### src/rtl/fire_scheduler_if.sv
//------------------------------------------------------------------------------
// Module      : fire_scheduler_if
// Description : Excitation/fire handshake bundle between the circuit model
//               environment and the fire scheduler.
// Revision    : 1.0 - initial release
//------------------------------------------------------------------------------
`default_nettype none

interface fire_scheduler_if #(
  parameter int NT = 8,
  parameter int FW = 4
);
  logic [NT-1:0] i_enabled;
  logic          i_start;
  logic          i_stop;
  logic          i_mode;
  logic [FW-1:0] o_fire;
  logic          o_busy;
  logic          o_done;
  logic          o_deadlock;
  logic [15:0]   o_step_count;
  logic [FW-1:0] o_last_fired;

  modport slave (
    input  i_enabled, i_start, i_stop, i_mode,
    output o_fire, o_busy, o_done, o_deadlock, o_step_count, o_last_fired
  );

  modport master (
    output i_enabled, i_start, i_stop, i_mode,
    input  o_fire, o_busy, o_done, o_deadlock, o_step_count, o_last_fired
  );
endinterface

`default_nettype wire

### src/rtl/fire_scheduler.sv
//------------------------------------------------------------------------------
// Module      : fire_scheduler
// Description : Picks one excited transition per step (round-robin or LFSR
//               based) and pulses its index on the fire bus for one cycle.
// Revision    : 1.0 - initial release
//------------------------------------------------------------------------------
`default_nettype none

module fire_scheduler #(
  parameter int          NT        = 8,
  parameter int          FW        = 4,
  parameter int          MAX_STEPS = 1024,
  parameter logic [15:0] SEED      = 16'hACE1
) (
  input  logic            clk,
  input  logic            reset,
  fire_scheduler_if.slave bus
);

  typedef enum logic [2:0] {
    S_IDLE     = 3'd0,
    S_SELECT   = 3'd1,
    S_FIRE     = 3'd2,
    S_SETTLE   = 3'd3,
    S_DONE     = 3'd4,
    S_DEADLOCK = 3'd5
  } state_t;

  localparam logic [FW-1:0] c_IDLE     = FW'(NT);
  localparam logic [FW-1:0] c_LAST     = FW'(NT - 1);
  localparam logic [FW:0]   c_NT_EXT   = (FW + 1)'(NT);
  localparam logic [15:0]   c_LIMIT    = 16'(MAX_STEPS);
  localparam bit            c_LIMIT_ON = (MAX_STEPS != 0);

  state_t        r_state;
  logic [FW-1:0] r_fire;
  logic          r_busy;
  logic          r_done;
  logic          r_deadlock;
  logic [15:0]   r_step_count;
  logic [FW-1:0] r_last_fired;
  logic [FW-1:0] r_rr_ptr;
  logic [15:0]   r_lfsr;
  logic          r_mode_q;

  logic          w_fb;
  logic          w_any;
  logic [FW-1:0] w_lfsr_idx;
  logic [FW-1:0] w_base;
  logic [NT-1:0] w_rot;
  logic [FW-1:0] w_off;
  logic [FW:0]   w_sum;
  logic [FW-1:0] w_choice;
  logic [FW-1:0] w_next_rr;
  logic [15:0]   w_step_inc;
  logic          w_limit;

  assign w_fb       = r_lfsr[15] ^ r_lfsr[13] ^ r_lfsr[12] ^ r_lfsr[10];
  assign w_any      = |bus.i_enabled;
  assign w_lfsr_idx = r_lfsr[FW-1:0];
  // Out-of-range LFSR codes fall back to the round-robin pointer.
  assign w_base     = (r_mode_q && (w_lfsr_idx < c_IDLE)) ? w_lfsr_idx : r_rr_ptr;
  assign w_rot      = NT'({bus.i_enabled, bus.i_enabled} >> w_base);

  // Lowest set bit of the rotated vector is the first enabled index at/after base.
  always_comb begin
    w_off = '0;
    for (int i = NT - 1; i >= 0; i--) begin
      if (w_rot[i]) begin
        w_off = FW'(i);
      end
    end
    w_sum    = {1'b0, w_base} + {1'b0, w_off};
    w_choice = (w_sum >= c_NT_EXT) ? FW'(w_sum - c_NT_EXT) : w_sum[FW-1:0];
  end

  assign w_next_rr  = (w_choice == c_LAST) ? '0 : w_choice + 1'b1;
  assign w_step_inc = (r_step_count != 16'hFFFF) ? r_step_count + 16'd1 : r_step_count;
  assign w_limit    = c_LIMIT_ON && (r_step_count == c_LIMIT);

  always_ff @(posedge clk) begin
    if (!reset) begin
      r_state      <= S_IDLE;
      r_fire       <= c_IDLE;
      r_busy       <= 1'b0;
      r_done       <= 1'b0;
      r_deadlock   <= 1'b0;
      r_step_count <= '0;
      r_last_fired <= c_IDLE;
      r_rr_ptr     <= '0;
      r_lfsr       <= SEED;
      r_mode_q     <= 1'b0;
    end else begin
      r_lfsr <= {r_lfsr[14:0], w_fb};
      case (r_state)
        S_IDLE, S_DONE, S_DEADLOCK: begin
          if (bus.i_start) begin
            r_state      <= S_SELECT;
            r_busy       <= 1'b1;
            r_done       <= 1'b0;
            r_deadlock   <= 1'b0;
            r_step_count <= '0;
            r_mode_q     <= bus.i_mode;
          end
        end
        S_SELECT: begin
          if (w_any) begin
            r_state      <= S_FIRE;
            r_fire       <= w_choice;
            r_last_fired <= w_choice;
            r_rr_ptr     <= w_next_rr;
            r_step_count <= w_step_inc;
          end else begin
            r_state    <= S_DEADLOCK;
            r_busy     <= 1'b0;
            r_deadlock <= 1'b1;
          end
        end
        S_FIRE: begin
          r_state <= S_SETTLE;
          r_fire  <= c_IDLE;
        end
        S_SETTLE: begin
          if (w_limit) begin
            r_state <= S_DONE;
            r_busy  <= 1'b0;
            r_done  <= 1'b1;
          end else if (bus.i_stop) begin
            r_state <= S_IDLE;
            r_busy  <= 1'b0;
          end else begin
            r_state <= S_SELECT;
          end
        end
        default: begin
          r_state <= S_IDLE;
          r_fire  <= c_IDLE;
          r_busy  <= 1'b0;
        end
      endcase
    end
  end

  assign bus.o_fire       = r_fire;
  assign bus.o_busy       = r_busy;
  assign bus.o_done       = r_done;
  assign bus.o_deadlock   = r_deadlock;
  assign bus.o_step_count = r_step_count;
  assign bus.o_last_fired = r_last_fired;

endmodule

`default_nettype wire

### src/flat_wrapper.sv
// flat-port wrapper written by rule: the top's interface ports become plain ports
module fire_scheduler_flat 
#(
  parameter int          NT        = 8,
  parameter int          FW        = 4,
  parameter int          MAX_STEPS = 1024,
  parameter logic [15:0] SEED      = 16'hACE1
)
  (clk, reset, bus_i_enabled, bus_i_start, bus_i_stop, bus_i_mode, bus_o_fire, bus_o_busy, bus_o_done, bus_o_deadlock, bus_o_step_count, bus_o_last_fired);
  fire_scheduler_if #(.NT(NT), .FW(FW)) bus_i ();
  input  logic clk;
  input  logic reset;
  input wire logic [$bits(bus_i.i_enabled)-1:0] bus_i_enabled;
  input wire logic [$bits(bus_i.i_start)-1:0] bus_i_start;
  input wire logic [$bits(bus_i.i_stop)-1:0] bus_i_stop;
  input wire logic [$bits(bus_i.i_mode)-1:0] bus_i_mode;
  output wire logic [$bits(bus_i.o_fire)-1:0] bus_o_fire;
  output wire logic [$bits(bus_i.o_busy)-1:0] bus_o_busy;
  output wire logic [$bits(bus_i.o_done)-1:0] bus_o_done;
  output wire logic [$bits(bus_i.o_deadlock)-1:0] bus_o_deadlock;
  output wire logic [$bits(bus_i.o_step_count)-1:0] bus_o_step_count;
  output wire logic [$bits(bus_i.o_last_fired)-1:0] bus_o_last_fired;
  assign bus_i.i_enabled = bus_i_enabled;
  assign bus_i.i_start = bus_i_start;
  assign bus_i.i_stop = bus_i_stop;
  assign bus_i.i_mode = bus_i_mode;
  assign bus_o_fire = bus_i.o_fire;
  assign bus_o_busy = bus_i.o_busy;
  assign bus_o_done = bus_i.o_done;
  assign bus_o_deadlock = bus_i.o_deadlock;
  assign bus_o_step_count = bus_i.o_step_count;
  assign bus_o_last_fired = bus_i.o_last_fired;
  fire_scheduler #(.NT(NT), .FW(FW), .MAX_STEPS(MAX_STEPS), .SEED(SEED)) u_core (.clk(clk), .reset(reset), .bus(bus_i));
endmodule
### config.mk
export PLATFORM = sky130hd
export DESIGN_NAME = fire_scheduler_flat
export DESIGN_NICKNAME = d
export VERILOG_FILES = /design/src/rtl/fire_scheduler_if.sv /design/src/rtl/fire_scheduler.sv /design/src/flat_wrapper.sv
export SDC_FILE = /design/constraint.sdc
export NUM_CORES = 1
export LEC_CHECK = 0
export ABC_AREA = 0
export CORE_ASPECT_RATIO = 1.25
export CORE_MARGIN = 3
export CORE_UTILIZATION = 45
export CTS_BUF_LIST = sky130_fd_sc_hd__clkbuf_4 sky130_fd_sc_hd__clkbuf_8
export DETAILED_ROUTE_END_ITERATION = 7
export DONT_BUFFER_PORTS = 1
export GPL_ROUTABILITY_DRIVEN = 0
export PLACE_DENSITY = 0.65
export REMOVE_ABC_BUFFERS = 1
export SLEW_MARGIN = 20
export SYNTH_ARGS = -nofsm -noshare
export SYNTH_HDL_FRONTEND = slang
export SYNTH_SLANG_ARGS = --single-unit
### constraint.sdc
create_clock -name clk -period 9.7 [get_ports clk]
set_input_delay 1.94 -clock clk [delete_from_list [all_inputs] [get_ports clk]]
set_output_delay 1.94 -clock clk [all_outputs]
set_load 0.02 [all_outputs]
After elaboration in Yosys (flattened, before gate mapping)
Index checks and enable logic that the tools add are counted.
{"block": "totals", "register_bits": 51, "latchBits": 0, "ram_bits": 0, "mem_bits_ro": 0, "input_bits": 13, "out_inout_bits": 27, "word_cells": 82, "n_memories": 0}
{"block": "op_classes", "n_addsub": 4, "n_mul": 0, "n_div": 0, "n_lt_le_gt_ge": 2, "n_eq_ne": 14, "n_shift": 1, "muxes": 32, "bitwise": 5, "reduce_logical": 14}
{"op": "$mux W16", "n": 3}
{"op": "$mux W4", "n": 11}
{"op": "$pmux W16 S2", "n": 1}
{"op": "$add A16 B1 Y16 const B", "n": 1}
{"op": "$eq A16 B11 Y1 const B", "n": 1}
{"op": "$ne A16 B16 Y1 const B", "n": 1}
{"op": "$shr A16 B4 Y8", "n": 1}
{"op": "$mux W3", "n": 4}
{"op": "$pmux W3 S4", "n": 1}
{"op": "$mux W1", "n": 8}
{"op": "$pmux W4 S2", "n": 1}
{"op": "$reduce_and A4 Y1", "n": 2}
{"op": "$reduce_or A8 Y1", "n": 1}
{"op": "$eq A3 B2 Y1 const B", "n": 2}
{"op": "$eq A3 B3 Y1 const B", "n": 2}
{"op": "$ne A2 B1 Y1 const B", "n": 3}
{"op": "$reduce_and A2 Y1", "n": 3}
{"op": "$reduce_and A3 Y1", "n": 2}
{"op": "$add A4 B4 Y5", "n": 1}
{"op": "$ge A5 B4 Y1 const B", "n": 1}
{"op": "$add A4 B1 Y4 const B", "n": 1}
{"op": "$eq A4 B3 Y1 const B", "n": 1}
{"op": "$lt A4 B4 Y1 const B", "n": 1}
{"op": "$ne A2 B2 Y1 const B", "n": 2}
{"op": "other kinds (12)", "n": 17}

Longest topological paths before layout
Gate-level depths: netlist of run 1.
{"block": "logic_depth", "ltp_word": 17, "depth_mapped": 18, "depth_no_buf": 16}

Least setup slack after synthesis of run 1
No wires, ideal clock.
{"block": "synth_path", "path_type": "input -> register", "startpoint": "in bus_i_enabled[6]", "endpoint": "reg u_core.r_rr_ptr[3]", "setup_ps": 116, "arrival_time_ps": 4452, "setup_slack_ps": 5132, "stages": 15, "n_path_buf": 1, "cell_sequence": "clkbuf_1 -> nand2b_1 -> a21oi_1 -> o211ai_1 -> o211ai_1 -> o21ai_0 -> a211oi_2 -> o211ai_1 -> ha_1 -> fa_1 -> xor2_1 -> nand3_1 -> mux2i_1 -> nand2_1 -> o211a_1"}
{"block": "synth_via", "elab_chain_cells": 14}
{"element": "from (decl)", "line_no": "flat_wrapper.sv:13", "rtl": "input wire logic [$bits(bus_i.i_enabled)-1:0] bus_i_enabled;"}
{"element": "$shr A16 B4 Y8", "line_no": "fire_scheduler.sv:63", "rtl": "assign w_rot = NT'({bus.i_enabled, bus.i_enabled} >> w_base);"}
{"element": "$mux W3", "line_no": "fire_scheduler.sv:69", "rtl": "if (w_rot[i]) begin"}
{"element": "$mux W4 (7 in series)", "line_no": "fire_scheduler.sv:69"}
{"element": "$add A4 B4 Y5", "line_no": "fire_scheduler.sv:73", "rtl": "w_sum = {1'b0, w_base} + {1'b0, w_off};"}
{"element": "$sub A4 B4 Y4 / $ge A5 B4 Y1 (equally long branches)", "line_no": "fire_scheduler.sv:74", "rtl": "w_choice = (w_sum >= c_NT_EXT) ? FW'(w_sum - c_NT_EXT) : w_sum[FW-1:0];"}
{"element": "$mux W4", "line_no": "fire_scheduler.sv:74"}
{"element": "$add A4 B1 Y4 / $eq A4 B3 Y1 (equally long branches)", "line_no": "fire_scheduler.sv:77", "rtl": "assign w_next_rr = (w_choice == c_LAST) ? '0 : w_choice + 1'b1;"}
{"element": "$mux W4", "line_no": "fire_scheduler.sv:77"}
{"element": "to (signal assigned)", "line_no": "fire_scheduler.sv:111", "rtl": "r_rr_ptr <= w_next_rr;"}
{"element": "to (decl)", "line_no": "fire_scheduler.sv:42", "rtl": "logic [FW-1:0] r_rr_ptr;"}
Several ways; a longest one is shown, not always the timed one.
A chain may end at the register's enable or synchronous reset.

Worst setup path in the final report of run 1
{"block": "layout_path", "startpoint": "in bus_i_enabled[0]", "endpoint": "reg u_core.r_rr_ptr[3]"}
Same word-level chain as after synthesis.

==> flow_summary.yaml, run 1 <==
sta:
  timing_max_transition_violations_final: 0
  min_period_over_period_pct: 47.1
  grt_setup_unrepaired: "no"
  setup_viol: 0
  finalHoldViolCount: 0
  worst_slew_pin_slew_ns: 0.753
  slew_headroom_pct: 49.7
  final.min_clock_period_ns: 4.57
  finalClockSkew_ns: 0.00855
  tns_ns: 0
  timing.final.ws_setup_ns: 5.13
  fmax_mhz: 219
placed_design:
  placed_cell_area_um2: 3040
  detailedPlace.worstSlack_ns: 4.85
  dp_cells: 432
  portBuffers: 0
  hpwlAfterDp_mm: 5.03
run:
  timing.max_cap.violations: 0
die:
  floorplan.initialDensity_pct: 47.7
  die_y_um: 97.6
  i_o_pin_cnt: 40
  die_width_um: 79.2
  placement_rows: 32
  core_area_um2: 6330
  die-area_um2: 7730
logic_synthesis:
  synth_adder_area_share_pct: 3.15
  post_synth_inst_count: 365
  post_synth_mux_area_share_pct: 3.07
  post_synth_and_or_nand_nor_area_fraction_pct: 28.2
  seq_cells_post_synth: 51
  synthDistinctLibCells: 68
  synth_edf_count: 0
  yosys_warnings: 0
  synth-xor-area-share_pct: 6.09
  synth_async_reset_ratio_pct: 0
  compound_gate_portion_of_the_synthesized_area_pct: 21.1
  synth-main-ff-cell: "sky130_fd_sc_hd__dfxtp_1"
  synthesis.area_per_instance_um2: 8.27
  synth_seq_area_share_pct: 33.8
  mappedNetlistArea_um2: 3020
  synth_top_family_by_area: "simple AND/OR/NAND/NOR gates"
cells_and_area:
  finish.instance_area_um2: 3170
  net_count_final: 374
  finish.utilization_pct: 50.1
  num_antenna_cells: 0
  layout-drive-gt1-share_pct: 7.61
  layout-area-overhead-vs-synth_pct: 5.10
  instances_no_fill: 440
power_and_ir_drop:
  power.density_cell_area_nw_per_um2: 253
  ir_worst_vdd_mv: 0.108
  cellLeakagePower_nw: 1.20
global_routing:
  first_global_vias: 2512
  wire_length_of_the_first_global_routing_pass_mm: 11.9
  antenna_found_initial: 0
  grtUsageTotal_pct: 18.5
  grt_max_degree: 37
  overflow: 0
clocking:
  cts-resized-gates: 0
  cts_root_buf: "sky130_fd_sc_hd__clkbuf_8"
  postCtsHoldBufs: 0
  clock_transition_at_the_register_clock_pins_on_the_worst_setup_and_hold_paths_after_cts_ns: 0.10
  deepest_level_of_the_cts_h_tree: 2
  tritoncts.num_buffers: 5
  tritoncts: "done"
  clk_latency_ns: 0.30
  cts_sinks: 51
  cts_setup_buffers: 0
  clock_tree.buffer_depth: 2
routing:
  detail-route-antenna-nets: 0
  wire_per_inst_um: 15.6
  vias: 2613
  routed_wl_mm: 6.86
  post-route-drc-count: 0
  drt_iter0_drc: 152
  first_pass_iters: 4
  route.detailed.vias_per_inst: 5.94
setup_path:
  setup.reg_to_reg.worst_slack_ns: 5.44
  cp_max_fo: 6
  worstSetupEndpointType: "flop"
  required_time_worst_endpoint_ns: 9.91
  worst-r2r-cell-count: 15
  crit_arrival_ns: 4.77
  timing.rr.start: "u_core.r_mode_q$_SDFFE_PN0P_"
  setup.worst_path.start_class: "primary input"
  r2r_end: "u_core.r_rr_ptr[3]$_SDFFE_PN0P_"
  criticalPathCategory: "primary input to flop"
min_path:
  min_delay_path_depth: 1
  whs_endpoint: "u_core.r_lfsr[10]$_SDFF_PN1_"
  worstHoldStart: "u_core.r_lfsr[9]$_SDFF_PN0_"
  hold_class: "flop to flop"
outcome:
  status: "finished, final reports clean"
==> worst max-delay path by stage <==
stage                startpoint                               to  slack, ns  cells after the start
2_1_floorplan  bus_i_enabled[0]  u_core.r_rr_ptr[3]$_SDFFE_PN0P_       5.16                     14
3_3_place_gp   bus_i_enabled[0]  u_core.r_rr_ptr[3]$_SDFFE_PN0P_       4.98                     15
3_5_place_dp   bus_i_enabled[0]  u_core.r_rr_ptr[3]$_SDFFE_PN0P_       4.85                     14
4_1_cts        bus_i_enabled[0]  u_core.r_rr_ptr[3]$_SDFFE_PN0P_       5.19                     14
5_1_grt        bus_i_enabled[0]  u_core.r_rr_ptr[3]$_SDFFE_PN0P_       4.90                     15
6_report       bus_i_enabled[0]  u_core.r_rr_ptr[3]$_SDFFE_PN0P_       5.13                     14
==> critical path, stage by stage <==
cell,delay [ns]
sky130_fd_sc_hd__and4bb_2,0.20
sky130_fd_sc_hd__a31oi_1,0.17
sky130_fd_sc_hd__and2_1,0.21
sky130_fd_sc_hd__o21ai_0,0.12
sky130_fd_sc_hd__a22o_1,0.25
sky130_fd_sc_hd__a211oi_2,0.18
sky130_fd_sc_hd__o211ai_1,0.12
sky130_fd_sc_hd__ha_1,0.21
sky130_fd_sc_hd__fa_1,0.40
sky130_fd_sc_hd__xor2_1,0.41
sky130_fd_sc_hd__nand3_1,0.15
sky130_fd_sc_hd__mux2i_1,0.16
sky130_fd_sc_hd__nand2_1,0.07
sky130_fd_sc_hd__o211a_1,0.16
==> placed cells by master (no fill, tap or decap), drive strengths merged, types with 10 or more instances in the layout <==
cell type and count:
and2 13, a21oi 13, o21ai 15, xor2 18, nor2 33, a211oi 14
nand3 10, dfxtp 51, nand2b 14, nor2b 10, nand2 45, inv 11
==> metrics by stage <==
step | total power [mW] | hold slack [ns]
finish | 0.801 | 0.408
global placement | 0.624 | 0.388
floorplan | 0.553 | 0.386
global route | 0.860 | 0.440
CTS | 0.803 | 0.421
detailed placement | 0.626 | 0.395
==> power breakdown <==
part | internal [mW] | leakage [nW] | switching (mW)
logic | 0.147 | 0.715 | 0.209
clock network | 0.103 | 0.0644 | 0.0711
registers | 0.231 | 0.418 | 0.0412
total | 0.480 | 1.20 | 0.321
==> sequential cells by signal (all words and copies together) (netlist names) <==
signal and cells:
u_core.bus.o_last_fired 4, u_core.r_rr_ptr 4, u_core.bus.o_fire 4, u_core.bus.o_step_count 16, u_core.bus.o_deadlock 1, u_core.r_lfsr 16, u_core.r_mode_q 1, u_core.bus.o_done 1
u_core.bus.o_busy 1, u_core.r_state 3
==> cell type report <==
cell class / instances / area (um2)
Fill cell: 666 / 3150
Multi-Input combinational cell: 283 / 1860
Sequential cell: 51 / 1020
Tap cell: 85 / 106
Clock buffer: 5 / 68.8
Clock inverter: 3 / 67.6
Inverter: 13 / 51.3
==> cell usage after synthesis, types with 5 or more instances <==
cell type | count | area, um2
sky130_fd_sc_hd__nand2_1 | 45 | 169
sky130_fd_sc_hd__a21boi_0 | 8 | 60.1
sky130_fd_sc_hd__a211oi_1 | 12 | 90.1
sky130_fd_sc_hd__nor2_1 | 33 | 124
sky130_fd_sc_hd__and2_1 | 12 | 75.1
sky130_fd_sc_hd__a21oi_1 | 10 | 50.1
sky130_fd_sc_hd__nand4_1 | 6 | 37.5
sky130_fd_sc_hd__nand3_1 | 10 | 50.1
sky130_fd_sc_hd__o21ai_0 | 14 | 70.1
sky130_fd_sc_hd__clkbuf_1 | 14 | 52.6
sky130_fd_sc_hd__dfxtp_1 | 51 | 1020
sky130_fd_sc_hd__ha_1 | 6 | 75.1
sky130_fd_sc_hd__nor2b_1 | 10 | 62.6
sky130_fd_sc_hd__inv_1 | 10 | 37.5
sky130_fd_sc_hd__nor3_1 | 5 | 25.0
sky130_fd_sc_hd__o211ai_1 | 6 | 45.0
sky130_fd_sc_hd__nand2b_1 | 13 | 81.3
sky130_fd_sc_hd__and3_1 | 5 | 31.3
sky130_fd_sc_hd__xor2_1 | 18 | 158
sky130_fd_sc_hd__mux2i_1 | 7 | 70.1
==> logic make-up after synthesis <==
| family | after synthesis |
|---|---|
| flip-flops | 51 |
| buffers and inverters | 31 |
| XOR/XNOR | 21 |
| AO/OA/AOI/OAI | 86 |
| AND/OR/NAND/NOR | 161 |
| multiplexers | 8 |
| adder cells (fa/ha/maj) | 7 |
==> per-layer routing <==
layer / global-route usage (%) / share of wire (%)
met4: 7.94 / 2.8
met2: 30.6 / 49
met5: 0 / 0
met3: 5.38 / 8.3
met1: 22.0 / 40
No activity file was read; power rests on OpenSTA's default activity.
==> inputs of run 2 (changes only) <==
--- a/config.mk
+++ b/config.mk
@@ -13,7 +13,7 @@
 export DETAILED_ROUTE_END_ITERATION = 7
 export DONT_BUFFER_PORTS = 1
 export GPL_ROUTABILITY_DRIVEN = 0
-export PLACE_DENSITY = 0.65
+export PLACE_DENSITY = 0.67
 export REMOVE_ABC_BUFFERS = 1
 export SLEW_MARGIN = 20
 export SYNTH_ARGS = -nofsm -noshare
==> constraint.sdc (replaced) <==
create_clock -name clk -period 3.75 [get_ports clk]
set_input_delay 0.75 -clock clk [delete_from_list [all_inputs] [get_ports clk]]
set_output_delay 0.75 -clock clk [all_outputs]
set_load 0.02 [all_outputs]
==> run 2 against run 1 <==
  * Total power rose to 2.8 times the previous value
  * Via count fell by 0.69%
  * Count of clock-buffer cells in the layout did not move
  * Combinational power rose to 3.2 times the previous value
  * Final area rose by 5.2%
==> flow_summary.yaml, run 2 (synthesized netlist as in run 1, its figures left out) <==
run:
  timing.max_cap.violations: 0
clocking:
  tritoncts.num_buffers: 5
  cts_sinks: 51
  clock_transition_at_the_register_clock_pins_on_the_worst_setup_and_hold_paths_after_cts_ns: 0.10
  clk_latency_ns: 0.30
  clock_tree.buffer_depth: 2
  postCtsHoldBufs: 0
  deepest_level_of_the_cts_h_tree: 2
  cts_root_buf: "sky130_fd_sc_hd__clkbuf_8"
  tritoncts: "done"
cells_and_area:
  layout_common_cells: "sky130_fd_sc_hd__dfxtp_1 (49), sky130_fd_sc_hd__nand2_1 (45), sky130_fd_sc_hd__nor2_1 (33)"
  fill_cells: 645
  multi_input_comb_area_um2: 1950
  layout-drive-gt1-share_pct: 13.9
  num_antenna_cells: 0
  mostFrequentLayoutCell: "sky130_fd_sc_hd__dfxtp_1"
  layout-area-overhead-vs-synth_pct: 10.5
  finish.instance_area_um2: 3340
  sequential_cell_area_um2: 1030
  net_count_final: 385
sta:
  final.min_clock_period_ns: 3.56
  finalClockSkew_ns: 0.00675
  timing_max_transition_violations_final: 0
  finalHoldViolCount: 0
  slew_headroom_pct: 48.3
  setup_viol: 0
  fmax_mhz: 281
  worst_slew_pin_slew_ns: 0.774
  min_period_over_period_pct: 95.0
routing:
  drt_iter0_drc: 135
  route.detailed.vias_per_inst: 5.75
  first_pass_iters: 4
  detail-route-antenna-nets: 0
  vias: 2595
  routed_wl_mm: 6.83
  post-route-drc-count: 0
  wire_per_inst_um: 15.1
setup_path:
  timing.critical_path.slowest_stage_cell: "sky130_fd_sc_hd__fa_2"
  crit_path_cell_trace: "and3b_1 -> a21oi_4 -> inv_4 -> buf_4 -> a21oi_4 -> o41ai_2 -> or3_1 -> a211oi_2 -> o211ai_1 -> ha_2 -> fa_2 -> nand2_1 -> nor2_1 -> o21bai_1 -> buf_4 -> a311oi_1 -> a21oi_1 -> nor2b_1"
  worst-r2r-cell-count: 18
  required_time_worst_endpoint_ns: 3.95
  cp_max_fo: 13
  setup.worst_path.start_class: "flop"
  r2r_end: "u_core.r_rr_ptr[0]$_SDFFE_PN0P_"
  crit_arrival_ns: 3.77
  critical-path-top-delay-family: "compound AO/OA/AOI/OAI gates"
  worstSetupEndpointType: "flop"
  criticalPathCategory: "flop to flop"
  timing.rr.start: "u_core.r_mode_q$_SDFFE_PN0P_"
  timing.critical_path.slowest_cell_delay_ns: 0.41
  timing.critical_path.buf_inv: 3
  crit_cells: 18
  setup.reg_to_reg.worst_slack_ns: 0.19
outcome:
  status: "finished, final reports clean"
placed_design:
  hpwlAfterDp_mm: 5.05
  placed_cell_area_um2: 3110
  portBuffers: 0
global_routing:
  wire_length_of_the_first_global_routing_pass_mm: 11.7
  grtUsageTotal_pct: 18.2
  grt_max_degree: 37
  antenna_found_initial: 0
  overflow: 0
  first_global_vias: 2551
power_and_ir_drop:
  fin_total_pwr_mw: 2.21
  ir_worst_vdd_mv: 0.290
  power.density_cell_area_nw_per_um2: 663
  cellLeakagePower_nw: 1.27
min_path:
  hold_class: "flop to flop"
  whs_endpoint: "u_core.r_lfsr[10]$_SDFF_PN1_"
  worstHoldStart: "u_core.r_lfsr[9]$_SDFF_PN0_"
  min_delay_path_depth: 1
die:
  floorplan.initialDensity_pct: 47.7
  placement_rows: 32
  die_y_um: 97.6
  i_o_pin_cnt: 40
  die-area_um2: 7730
  die_width_um: 79.2
  core_area_um2: 6330
## run 2: cell count changes in the layout (fill, tap and decap cells not counted), sizes merged
cell / previous run / this run
bufinv: 2 / 1
inv: 11 / 13
clkinvlp: 1 / 0
buf: 0 / 11
## run 2: timing repair
item | in CTS | in global routing
gates resized for setup | 1 | 19
buffers inserted | 1 | 0
pin swaps | 0 | 4
setup endpoints to repair | 3 | 8
## run 2: final cells by class
cell class,count,area share [%]
Multi-Input combinational cell,283,58.5
Sequential cell,51,30.8
Tap cell,85,3.19
Timing Repair Buffer,11,2.48
Clock buffer,5,2.06
Inverter,13,1.54
Clock inverter,3,1.43
## run 2: power breakdown
group / internal [mW] / switching [mW]
clock: 0.202 / 0.191
combinational: 0.502 / 0.626
sequential: 0.596 / 0.0952
## run 2: worst max path at each step
stage / startpoint / endpoint
2_1_floorplan: u_core.r_mode_q$_SDFFE_PN0P_ / u_core.r_rr_ptr[3]$_SDFFE_PN0P_
3_3_place_gp: u_core.r_lfsr[3]$_SDFF_PN0_ / u_core.r_rr_ptr[3]$_SDFFE_PN0P_
3_5_place_dp: u_core.r_lfsr[3]$_SDFF_PN0_ / u_core.r_rr_ptr[3]$_SDFFE_PN0P_
4_1_cts: u_core.r_mode_q$_SDFFE_PN0P_ / u_core.r_rr_ptr[3]$_SDFFE_PN0P_
5_1_grt: u_core.r_mode_q$_SDFFE_PN0P_ / u_core.r_rr_ptr[0]$_SDFFE_PN0P_
6_report: u_core.r_mode_q$_SDFFE_PN0P_ / u_core.r_rr_ptr[0]$_SDFFE_PN0P_
## run 2: stage by stage
stage	TNS, ns	utilization (%)	worst slack, ns	hold WS (ns)	std cells
after floorplan	0	-	0.247	0.386	347
after global placement	-0.0204	49.2	-0.0204	0.391	442
after detailed placement	-0.108	49.2	-0.0781	0.393	442
after CTS	0	51.2	0.0655	0.407	451
after global routing	-0.0421	52.7	-0.0390	0.419	451
final	0	52.7	0.188	0.410	451
## run 2: metal layers
metal	up-vias	global-route usage, %	share of wire, %
li1	1297	-	-
met1	1189	21.5	41
met2	91	31.0	49
met3	18	4.82	7.2
met4	0	6.75	2.5
met5	-	0	0
